**src/rtl/clock_countdown_pkg.sv**
```systemverilog
// Shared types and helpers for the BCD countdown timer.
// Contents:
//   state_e        - timer FSM states
//   BCD_NINE/FIVE  - digit wrap values
//   TIME_ZERO      - packed hh:mm:ss zero
//   bcd_time_valid - checks a packed hh:mm:ss BCD value against digit limits
package clock_pkg;

    typedef enum logic [1:0] {IDLE, RUN, PAUSE, EXPIRED} state_e;

    localparam logic [3:0]  BCD_NINE  = 4'h9;
    localparam logic [3:0]  BCD_FIVE  = 4'h5;
    localparam logic [23:0] TIME_ZERO = 24'h000000;

    // t = {hh, mm, ss}, each byte {tens, ones}
    function automatic logic bcd_time_valid(input logic [23:0] t,
                                            input logic [3:0]  hh_tens_max);
        return (t[23:20] <= hh_tens_max) && (t[23:20] <= BCD_NINE) &&
               (t[19:16] <= BCD_NINE)    &&
               (t[15:12] <= BCD_FIVE)    && (t[11:8] <= BCD_NINE) &&
               (t[7:4]   <= BCD_FIVE)    && (t[3:0]  <= BCD_NINE);
    endfunction

endpackage

```
**src/rtl/clock_countdown_if.sv**
```systemverilog
// Request/status bundle for clock_countdown.
//   master: drives ena/load/load_*/start/pause, observes hh/mm/ss and flags
//   slave : the timer itself
interface clock_countdown_if;
    logic       ena;
    logic       load;
    logic [7:0] load_hh;
    logic [7:0] load_mm;
    logic [7:0] load_ss;
    logic       start;
    logic       pause;
    logic [7:0] hh;
    logic [7:0] mm;
    logic [7:0] ss;
    logic       running;
    logic       done;
    logic       expired;
    logic       load_err;

    modport master (
        output ena, load, load_hh, load_mm, load_ss, start, pause,
        input  hh, mm, ss, running, done, expired, load_err
    );

    modport slave (
        input  ena, load, load_hh, load_mm, load_ss, start, pause,
        output hh, mm, ss, running, done, expired, load_err
    );
endinterface

```
**src/rtl/clock_countdown_digit.sv**
```systemverilog
// One BCD down-counting digit.
//   clk, reset  - clock, async active-low reset (digit clears to 0)
//   dec_in      - decrement request (borrow from the lower digit)
//   load        - parallel load, overrides dec_in
//   load_val    - value for load
//   digit       - current digit
//   borrow_out  - dec_in while digit is 0; the digit wraps to MAX
module bcd_digit_down #(
    parameter logic [3:0] MAX = 4'h9
) (
    input  logic       clk,
    input  logic       reset,
    input  logic       dec_in,
    input  logic       load,
    input  logic [3:0] load_val,
    output logic [3:0] digit,
    output logic       borrow_out
);

    logic [3:0] digit_q, digit_d;

    always_comb begin
        digit_d = digit_q;
        if (load)
            digit_d = load_val;
        else if (dec_in)
            digit_d = (digit_q == 4'h0) ? MAX : digit_q - 4'd1;
    end

    always_ff @(posedge clk or negedge reset) begin
        if (!reset) digit_q <= 4'h0;
        else        digit_q <= digit_d;
    end

    assign digit      = digit_q;
    assign borrow_out = dec_in & (digit_q == 4'h0);

endmodule

```
**src/rtl/clock_countdown.sv**
```systemverilog
// BCD hh:mm:ss countdown timer driven by a shared 1 Hz ena strobe.
//   clk, reset - clock, async active-low reset
//   bus        - clock_countdown_if.slave: ena/load/load_*/start/pause in,
//                hh/mm/ss, running, done (1-cycle expiry pulse),
//                expired (level), load_err (sticky) out
// Parameters:
//   AUTO_RELOAD - 1: reload last accepted value on expiry and keep running
//   HH_TENS_MAX - largest accepted hours tens digit
module clock_countdown
    import clock_pkg::*;
#(
    parameter bit         AUTO_RELOAD = 1'b0,
    parameter logic [3:0] HH_TENS_MAX = 4'h9
) (
    input  logic              clk,
    input  logic              reset,
    clock_countdown_if.slave  bus
);

    state_e          state_q, state_d;
    logic [23:0]     shadow_q, shadow_d;
    logic            done_q, done_d;
    logic            load_err_q, load_err_d;

    logic [5:0][3:0] dig;
    logic [6:0]      bor;
    logic [23:0]     time_w;
    logic [23:0]     load_w;
    logic            load_ok, load_bad;
    logic            time_zero, time_one;
    logic            tick, expire, reload;
    logic            dig_load;
    logic [23:0]     dig_val;
    logic            bor_unused;

    assign time_w    = dig;
    assign load_w    = {bus.load_hh, bus.load_mm, bus.load_ss};
    assign load_ok   = bus.load &  bcd_time_valid(load_w, HH_TENS_MAX);
    assign load_bad  = bus.load & ~bcd_time_valid(load_w, HH_TENS_MAX);
    assign time_zero = (time_w == TIME_ZERO);
    assign time_one  = (time_w == 24'h000001);

    // A pending load (even an invalid one) or pause blocks the decrement.
    assign tick   = (state_q == RUN) & bus.ena & ~bus.load & ~bus.pause;
    assign expire = tick & time_one;
    assign reload = expire & AUTO_RELOAD;

    // Auto-reload replaces the 00:00:01 -> 00:00:00 step with a shadow load,
    // so the outputs never show zero while running.
    assign dig_load = load_ok | reload;
    assign dig_val  = load_ok ? load_w : shadow_q;
    assign bor[0]   = tick & ~reload;

    for (genvar i = 0; i < 6; i++) begin : g_dig
        // digit order: ss ones, ss tens, mm ones, mm tens, hh ones, hh tens
        localparam logic [3:0] DMAX = (i == 1 || i == 3) ? BCD_FIVE : BCD_NINE;
        bcd_digit_down #(.MAX(DMAX)) u_dig (
            .clk        (clk),
            .reset      (reset),
            .dec_in     (bor[i]),
            .load       (dig_load),
            .load_val   (dig_val[i*4 +: 4]),
            .digit      (dig[i]),
            .borrow_out (bor[i+1])
        );
    end

    // hh tens only sees a borrow at 00:00:00, which is never decremented.
    assign bor_unused = bor[6];

    always_comb begin
        state_d    = state_q;
        shadow_d   = shadow_q;
        done_d     = expire;
        load_err_d = load_err_q;
        if (bus.load) begin
            if (load_ok) begin
                state_d    = IDLE;
                shadow_d   = load_w;
                load_err_d = 1'b0;
            end else begin
                load_err_d = 1'b1;
            end
        end else begin
            unique case (state_q)
                IDLE, PAUSE: if (bus.start && !time_zero) state_d = RUN;
                RUN: begin
                    if (bus.pause)                 state_d = PAUSE;
                    else if (expire && !AUTO_RELOAD) state_d = EXPIRED;
                end
                EXPIRED: state_d = EXPIRED;
                default: state_d = IDLE;
            endcase
        end
    end

    always_ff @(posedge clk or negedge reset) begin
        if (!reset) begin
            state_q    <= IDLE;
            shadow_q   <= TIME_ZERO;
            done_q     <= 1'b0;
            load_err_q <= 1'b0;
        end else begin
            state_q    <= state_d;
            shadow_q   <= shadow_d;
            done_q     <= done_d;
            load_err_q <= load_err_d;
        end
    end

    assign bus.hh       = time_w[23:16];
    assign bus.mm       = time_w[15:8];
    assign bus.ss       = time_w[7:0];
    assign bus.running  = (state_q == RUN);
    assign bus.expired  = (state_q == EXPIRED);
    assign bus.done     = done_q;
    assign bus.load_err = load_err_q;

endmodule

```
**src/flat_wrapper.sv**
```systemverilog
// flat-port wrapper written by rule: the top's interface ports become plain ports
module clock_countdown_flat import clock_pkg::*;
#(
    parameter bit         AUTO_RELOAD = 1'b0,
    parameter logic [3:0] HH_TENS_MAX = 4'h9
)
  (clk, reset, bus_ena, bus_load, bus_load_hh, bus_load_mm, bus_load_ss, bus_start, bus_pause, bus_hh, bus_mm, bus_ss, bus_running, bus_done, bus_expired, bus_load_err);
  clock_countdown_if bus_i ();
  input  logic clk;
  input  logic reset;
  input wire logic [$bits(bus_i.ena)-1:0] bus_ena;
  input wire logic [$bits(bus_i.load)-1:0] bus_load;
  input wire logic [$bits(bus_i.load_hh)-1:0] bus_load_hh;
  input wire logic [$bits(bus_i.load_mm)-1:0] bus_load_mm;
  input wire logic [$bits(bus_i.load_ss)-1:0] bus_load_ss;
  input wire logic [$bits(bus_i.start)-1:0] bus_start;
  input wire logic [$bits(bus_i.pause)-1:0] bus_pause;
  output wire logic [$bits(bus_i.hh)-1:0] bus_hh;
  output wire logic [$bits(bus_i.mm)-1:0] bus_mm;
  output wire logic [$bits(bus_i.ss)-1:0] bus_ss;
  output wire logic [$bits(bus_i.running)-1:0] bus_running;
  output wire logic [$bits(bus_i.done)-1:0] bus_done;
  output wire logic [$bits(bus_i.expired)-1:0] bus_expired;
  output wire logic [$bits(bus_i.load_err)-1:0] bus_load_err;
  assign bus_i.ena = bus_ena;
  assign bus_i.load = bus_load;
  assign bus_i.load_hh = bus_load_hh;
  assign bus_i.load_mm = bus_load_mm;
  assign bus_i.load_ss = bus_load_ss;
  assign bus_i.start = bus_start;
  assign bus_i.pause = bus_pause;
  assign bus_hh = bus_i.hh;
  assign bus_mm = bus_i.mm;
  assign bus_ss = bus_i.ss;
  assign bus_running = bus_i.running;
  assign bus_done = bus_i.done;
  assign bus_expired = bus_i.expired;
  assign bus_load_err = bus_i.load_err;
  clock_countdown #(.AUTO_RELOAD(AUTO_RELOAD), .HH_TENS_MAX(HH_TENS_MAX)) u_core (.clk(clk), .reset(reset), .bus(bus_i));
endmodule
```
**config.mk**
```make
export PLATFORM = sky130hd
export DESIGN_NAME = clock_countdown_flat
export DESIGN_NICKNAME = d
export VERILOG_FILES = /design/src/rtl/clock_countdown_pkg.sv /design/src/rtl/clock_countdown_if.sv /design/src/rtl/clock_countdown_digit.sv /design/src/rtl/clock_countdown.sv /design/src/flat_wrapper.sv
export SDC_FILE = /design/constraint.sdc
export NUM_CORES = 1
export LEC_CHECK = 0
export ABC_AREA = 1
export CAP_MARGIN = 40
export CORE_ASPECT_RATIO = 0.7
export CORE_MARGIN = 2
export CORE_UTILIZATION = 57
export DETAILED_ROUTE_END_ITERATION = 8
export PLACE_DENSITY = 0.85
export SLEW_MARGIN = 30
export SYNTH_ARGS = -nofsm -noshare
export SYNTH_HDL_FRONTEND = slang
export SYNTH_HIERARCHICAL = 1
export SYNTH_SLANG_ARGS = --single-unit
```
**constraint.sdc**
```tcl
create_clock -name clk -period 6.05 [get_ports clk]
set_input_delay 1.21 -clock clk [delete_from_list [all_inputs] [get_ports clk]]
set_output_delay 1.21 -clock clk [all_outputs]
set_load 0.05 [all_outputs]
```
==> key figures, run 1 <==
Run status
  – Status: completed

Flow run
  – Maxcap violations: 0

Clock tree
  – Clock Latency Late Sink: roughly 300 ps
  – Post-CTS setup buffers: 0
  – CTS clock-pin slew for the worst setup and hold paths: approximately 80 ps
  – Clock root cell: clkbuf_8
  – H-Tree Level Count: 2
  – CTS tree: yes
  – Max Buffers Root-to-Sink: 2
  – Hold_buf cts: 0
  – Num CTS Buffers: 5
  – CTS Sinks: 52
  – Post-CTS Resized: 0

Drt
  – Number of detailed-route iterations in the first pass: 5
  – Top routing layer used: met4
  – WL per Instance: around 12 um
  – Post-route DRC: 0
  – Metal-1 WL: a little over 3000 um
  – Met3 wire length: approximately 470 um
  – Via count: roughly 2800
  – Number of DRC markers in iteration 0: between 150 and 200
  – WL final: around 6500 um
  – Routed length on met2: 2930 um
  – Drt via density: just over 5
  – ANT nets after route: 0

Power
  – Worst-case vdd ir drop: 0.244 mV
  – Leakage: 2.02 nW
  – P_sw: ~710 uW
  – Flop pwr share: 38.0%
  – Clock share of power: 12.2%
  – Internal power: around 780 uW
  – Net Sw Frac: between 40 and 50%
  – Final Power: roughly 1.5 mW
  – Comb pwr share: roughly 50%
  – PwrDens: between 400 and 500 nW/um^2

Place
  – GPL Wtd Cong: between 0.8 and 0.9
  – Place WS: 1460 ps
  – DP Area: 3590 um^2
  – PortBufs: 57
  – Post-DP HPWL: ~4800 um

Final layout
  – Most frequent cells in the layout: 179 x nand2_1, 57 x nor2_1, 56 x clkdlybuf4s50_1
  – Share of layout cells above drive strength 1: under 10%
  – Final net count: approximately 500
  – P&R area growth vs syn: 22.7%
  – Filler instances: approximately 420
  – Commonest non-fill, non-tap cell in the layout: nand2_1
  – Ant diodes: 0
  – Post-layout util: between 70% and 80%
  – Multi-input logic area: between 1000 and 1500 um^2
  – Final Cell Area: ~3700 um^2
  – Register area: between 1000 and 1500 um^2

Global routing
  – Grt total ovfl: 0
  – Vias in the first global route: 2588
  – First-pass GRT wire length: between 10000 and 15000 um
  – Gr usage total: between 20% and 30%
  – Initial antenna violation count: 0
  – Largest net degree at the start of global routing: 54

Critical path
  – Critical Path Sink Type: flip-flop
  – Crit Path Max Fanout: 5
  – Worst path required time: approximately 6200 ps
  – Crit path kind: in -> reg
  – Critical path startpoint category: input pin
  – Crit path DAT: roughly 4600 ps

STA
  – Setup TNS: 0 ps
  – Final cycle utilization of the critical path: about 70%
  – Worst-margin pin slew: 763 ps
  – Highest Clock Rate: ~230 MHz
  – Final setup fails: 0
  – Post-route worst setup slack: about 1700 ps
  – Fin. Hold Viols: 0
  – Min Tclk post-route: around 4400 ps
  – Slew HR: 49.2%
  – Max-slew violations: 0
  – RSZ-0062 raised after global routing: false
  – Clock Skews: approximately 9.3 ps

Die
  – Starting Density: 58.1%
  – Die width: roughly 91 um
  – FP Rows: 22
  – Die area: slightly below 6000 um^2
  – Io pins: between 50 and 60
  – Core Region: a little over 5000 um^2
  – Die outline height: about 65 um

Logic synthesis
  – Post-synth net total: between 400 and 500
  – Mean Syn Cell Area: between 7 and 8 um^2
  – Synth Cell Area: ~3000 um^2
  – Gate Count Post-Synth: 416
  – Synth warn: 6

Min path
  – Hold crit path type: reg -> reg
==> sequential cells by signal (all words and copies together), names as in the netlist <==
name                      cells
u_core/state_q                2
u_core/bus.done               1
u_core/bus.load_err           1
u_core/g_dig.u_dig/digit     24
u_core/shadow_q              24
==> power groups by stage <==
stage	clock [mW]	sequential [mW]	combinational, mW
3_5_place_dp	0	0.572	0.741
5_1_grt	0.205	0.587	0.819
2_1_floorplan	0	0.764	0.312
3_3_place_gp	0	0.569	0.728
6_report	0.182	0.568	0.746
4_1_cts	0.192	0.567	0.744
==> layer usage <==
metal / GRT usage, % / vias to the layer above
li1: - / 1413
met1: 32.9 / 1251
met2: 40.1 / 105
met3: 4.53 / 2
met4: 5.96 / 0
met5: 0 / -
==> per-stage QoR <==
| step | hold slack, ps | std cells |
|---|---|---|
| floorplan | 437 | 416 |
| global placement | 448 | 542 |
| detailed placement | 454 | 542 |
| CTS | 476 | 549 |
| global route | 501 | 549 |
| finish | 473 | 549 |
==> worst max-delay path: stages <==
cell and delay, ps:
clkdlybuf4s50_1 470, nor2_1 220, nand3_1 150, inv_1 150, nand2_1 70, nor2_1 210, inv_1 70, nor2_1 90
nand2_1 90, nor2_1 250, nand2_1 90, nor2_1 240, inv_1 90, nor2_1 90, nand2_1 90, nor2_1 250
nand2_1 90, nor2_1 230, nor2_1 140, a22oi_1 190, nand2_1 70
==> layout make-up <==
type	instances	share of cell area, %
clock buffer	6	1.98
clock inverter	1	0.136
inverter	39	4.12
tap	72	2.45
sequential	52	35.4
timing repair buffer	58	15.6
multi-input combinational	321	40.3
==> worst paths after layout <==
kind,startpoint,endpoint,slack (ps),depth (start not counted)
hold reg to reg,u_core/shadow_q[23],u_core/shadow_q[23],470,2
setup / recovery,bus_load,u_core/g_dig[5].u_dig/digit[2],1680,21
max in group asynchronous,reset,u_core/g_dig[5].u_dig/digit[1],4610,2
hold / removal,u_core/shadow_q[23],u_core/shadow_q[23],470,2
min in group asynchronous,reset,u_core/shadow_q[10],1000,2
setup reg to reg,u_core/state_q[0],u_core/g_dig[5].u_dig/digit[2],2640,21
Power figures use the tool's default switching activity.
==> inputs of run 2 (changes only) <==
- CORE_UTILIZATION: 57 -> 48
- PLACE_DENSITY: 0.85 -> 0.76
- clock period: 6.05 -> 3.7 ns (I/O delays scaled with it)
==> run 2 against run 1 <==
  * Clock power is 110% higher
  * Via count is 0.47% lower
  * Cell area is 3.0% higher
  * Clock-buffer cell count stayed put
==> key figures, run 2 (same netlist as run 1, synthesis figures left out) <==
Run status
  – Status: completed

Critical path
  – R2R depth: 21
  – Highest-delay cell along the critical path: clkdlybuf4s50_1
  – Critical Path Sink Type: flip-flop
  – Crit Path Max Fanout: 5
  – Crit path DAT: 3530 ps
  – Crit-path cells: clkdlybuf4s50_1 -> nor2_1 -> nand3_1 -> inv_1 -> nand2_1 -> nor2_1 -> inv_1 -> nor2_1 -> nand2_1 -> nor2_1 -> nand2_1 -> nor2_1 -> inv_1 -> nor2_1 -> nand2_1 -> nor2_1 -> nand2_1 -> nor2_1 -> nor2_1 -> a22oi_1 -> nand2_1
  – Critical path startpoint category: input pin
  – Crit path largest cell delay: ~460 ps
  – Cell mode on critical path: nor2_1
  – Worst path required time: just under 4000 ps
  – Crit path kind: in -> reg

Power
  – Worst-case vdd ir drop: around 0.38 mV
  – Final Power: about 2.5 mW
  – PwrDens: around 670 nW/um^2
  – Comb pwr share: 47.9%
  – Net Sw Frac: a little under half
  – P_sw: 1.17 mW
  – Clock share of power: 15.3%
  – Flop pwr share: between 30% and 40%
  – Leakage: between 2 and 2.5 nW
  – Internal power: 1.35 mW

STA
  – Final cycle utilization of the critical path: 90.0%
  – Final setup fails: 0
  – Hold Slack: ~380 ps
  – Slew HR: roughly two thirds
  – Clock Skews: 8.53 ps
  – Worst-margin pin slew: 524 ps
  – Min Tclk post-route: 3330 ps
  – Fin. Hold Viols: 0
  – Highest Clock Rate: around 300 MHz
  – RSZ-0062 raised after global routing: false
  – Setup TNS: 0 ps
  – Post-route worst setup slack: approximately 370 ps
  – Max-slew violations: 0

Clock tree
  – CTS Sinks: between 50 and 60
  – CTS clock-pin slew for the worst setup and hold paths: approximately 90 ps
  – Num CTS Buffers: 5
  – Clock root cell: clkbuf_8
  – CTS tree: yes
  – H-Tree Level Count: 2
  – Clock Latency Late Sink: 310 ps
  – Post-CTS Resized: 0
  – Hold_buf cts: 0
  – Max Buffers Root-to-Sink: 2
  – Post-CTS setup buffers: 0

Global routing
  – Initial antenna violation count: 0
  – First-pass GRT wire length: ~11000 um
  – Vias in the first global route: between 2000 and 2500
  – Largest net degree at the start of global routing: 36
  – Gr usage total: between 10% and 20%
  – Grt total ovfl: 0

Drt
  – WL per Instance: between 10 and 15 um
  – ANT nets after route: 0
  – WL final: approximately 6500 um
  – Post-route DRC: 0
  – Number of detailed-route iterations in the first pass: 4
  – Number of DRC markers in iteration 0: 180
  – Drt via density: approximately 4.9
  – Via count: 2758

Place
  – Place WS: 64.2 ps
  – PortBufs: 57
  – GPL Wtd Cong: ~0.85
  – Post-DP HPWL: between 4000 and 5000 um

Final layout
  – Commonest non-fill, non-tap cell in the layout: nand2_1
  – Most frequent cells in the layout: 179 x nand2_1, 57 x nor2_1, 56 x clkdlybuf4s50_1
  – Final net count: between 500 and 600
  – P&R area growth vs syn: 26.3%
  – Ant diodes: 0
  – Share of layout cells above drive strength 1: 11.1%

Die
  – FP Rows: 24
  – Io pins: 58
  – Core Region: 6130 um^2
  – Die width: between 90 and 100 um
  – Die area: slightly below 7000 um^2
  – Starting Density: just under 50%
  – Die outline height: between 70 and 80 um

Flow run
  – Maxcap violations: 0

Min path
  – Hold crit path type: in -> async
-- run 2: through the flow --
| step | instance area, um^2 | utilization [%] | instances |
|---|---|---|---|
| floorplan | 2990 | - | 416 |
| global placement | 3650 | 59.5 | 554 |
| detailed placement | 3650 | 59.5 | 554 |
| CTS | 3750 | 61.3 | 562 |
| global route | 3780 | 61.7 | 563 |
| finish | 3780 | 61.7 | 563 |
-- run 2: layout make-up --
cell class	count	area, um^2
Inverter	39	151
Clock buffer	6	72.6
Fill cell	578	2340
Tap cell	78	97.6
Multi-Input combinational cell	321	1480
Clock inverter	2	35.0
Sequential cell	52	1300
Timing Repair Buffer	65	646
-- run 2: power by group through the flow --
| stage | Combinational, mW | Sequential [mW] | Clock [mW] |
|---|---|---|---|
| after floorplan | 0.511 | 1.25 | 0 |
| after global placement | 1.19 | 0.936 | 0 |
| after detailed placement | 1.21 | 0.939 | 0 |
| after CTS | 1.22 | 0.928 | 0.403 |
| after global routing | 1.34 | 0.963 | 0.422 |
| final | 1.21 | 0.929 | 0.386 |
-- run 2: per-layer routing --
| layer | wire [um] | track usage (%) | vias up |
|---|---|---|---|
| met4 | 81 | 6.09 | 0 |
| li1 | - | - | 1429 |
| met2 | 2750 | 29.5 | 74 |
| met5 | 0 | 0 | - |
| met3 | 364 | 4.00 | 7 |
| met1 | 3290 | 29.5 | 1248 |
-- run 2: final timing paths --
| check | from | endpoint | slack (ps) |
|---|---|---|---|
| worst max register to register | u_core/state_q[0] | u_core/g_dig[5].u_dig/digit[2] | 830 |
| worst min-delay path | reset | u_core/g_dig[2].u_dig/digit[3] | 380 |
| min in group clk | u_core/shadow_q[15] | u_core/shadow_q[15] | 470 |
| max in group asynchronous | reset | u_core/shadow_q[20] | 2700 |
| worst min register to register | u_core/shadow_q[15] | u_core/shadow_q[15] | 470 |
| worst max-delay path | bus_load | u_core/g_dig[5].u_dig/digit[2] | 370 |
-- run 2: worst max-delay path, delay by kind of cell --
family / cells / cell delay (ps)
AND/OR/NAND/NOR: 16 / 1910
AO/OA/AOI/OAI: 1 / 150
buffers and inverters: 4 / 740
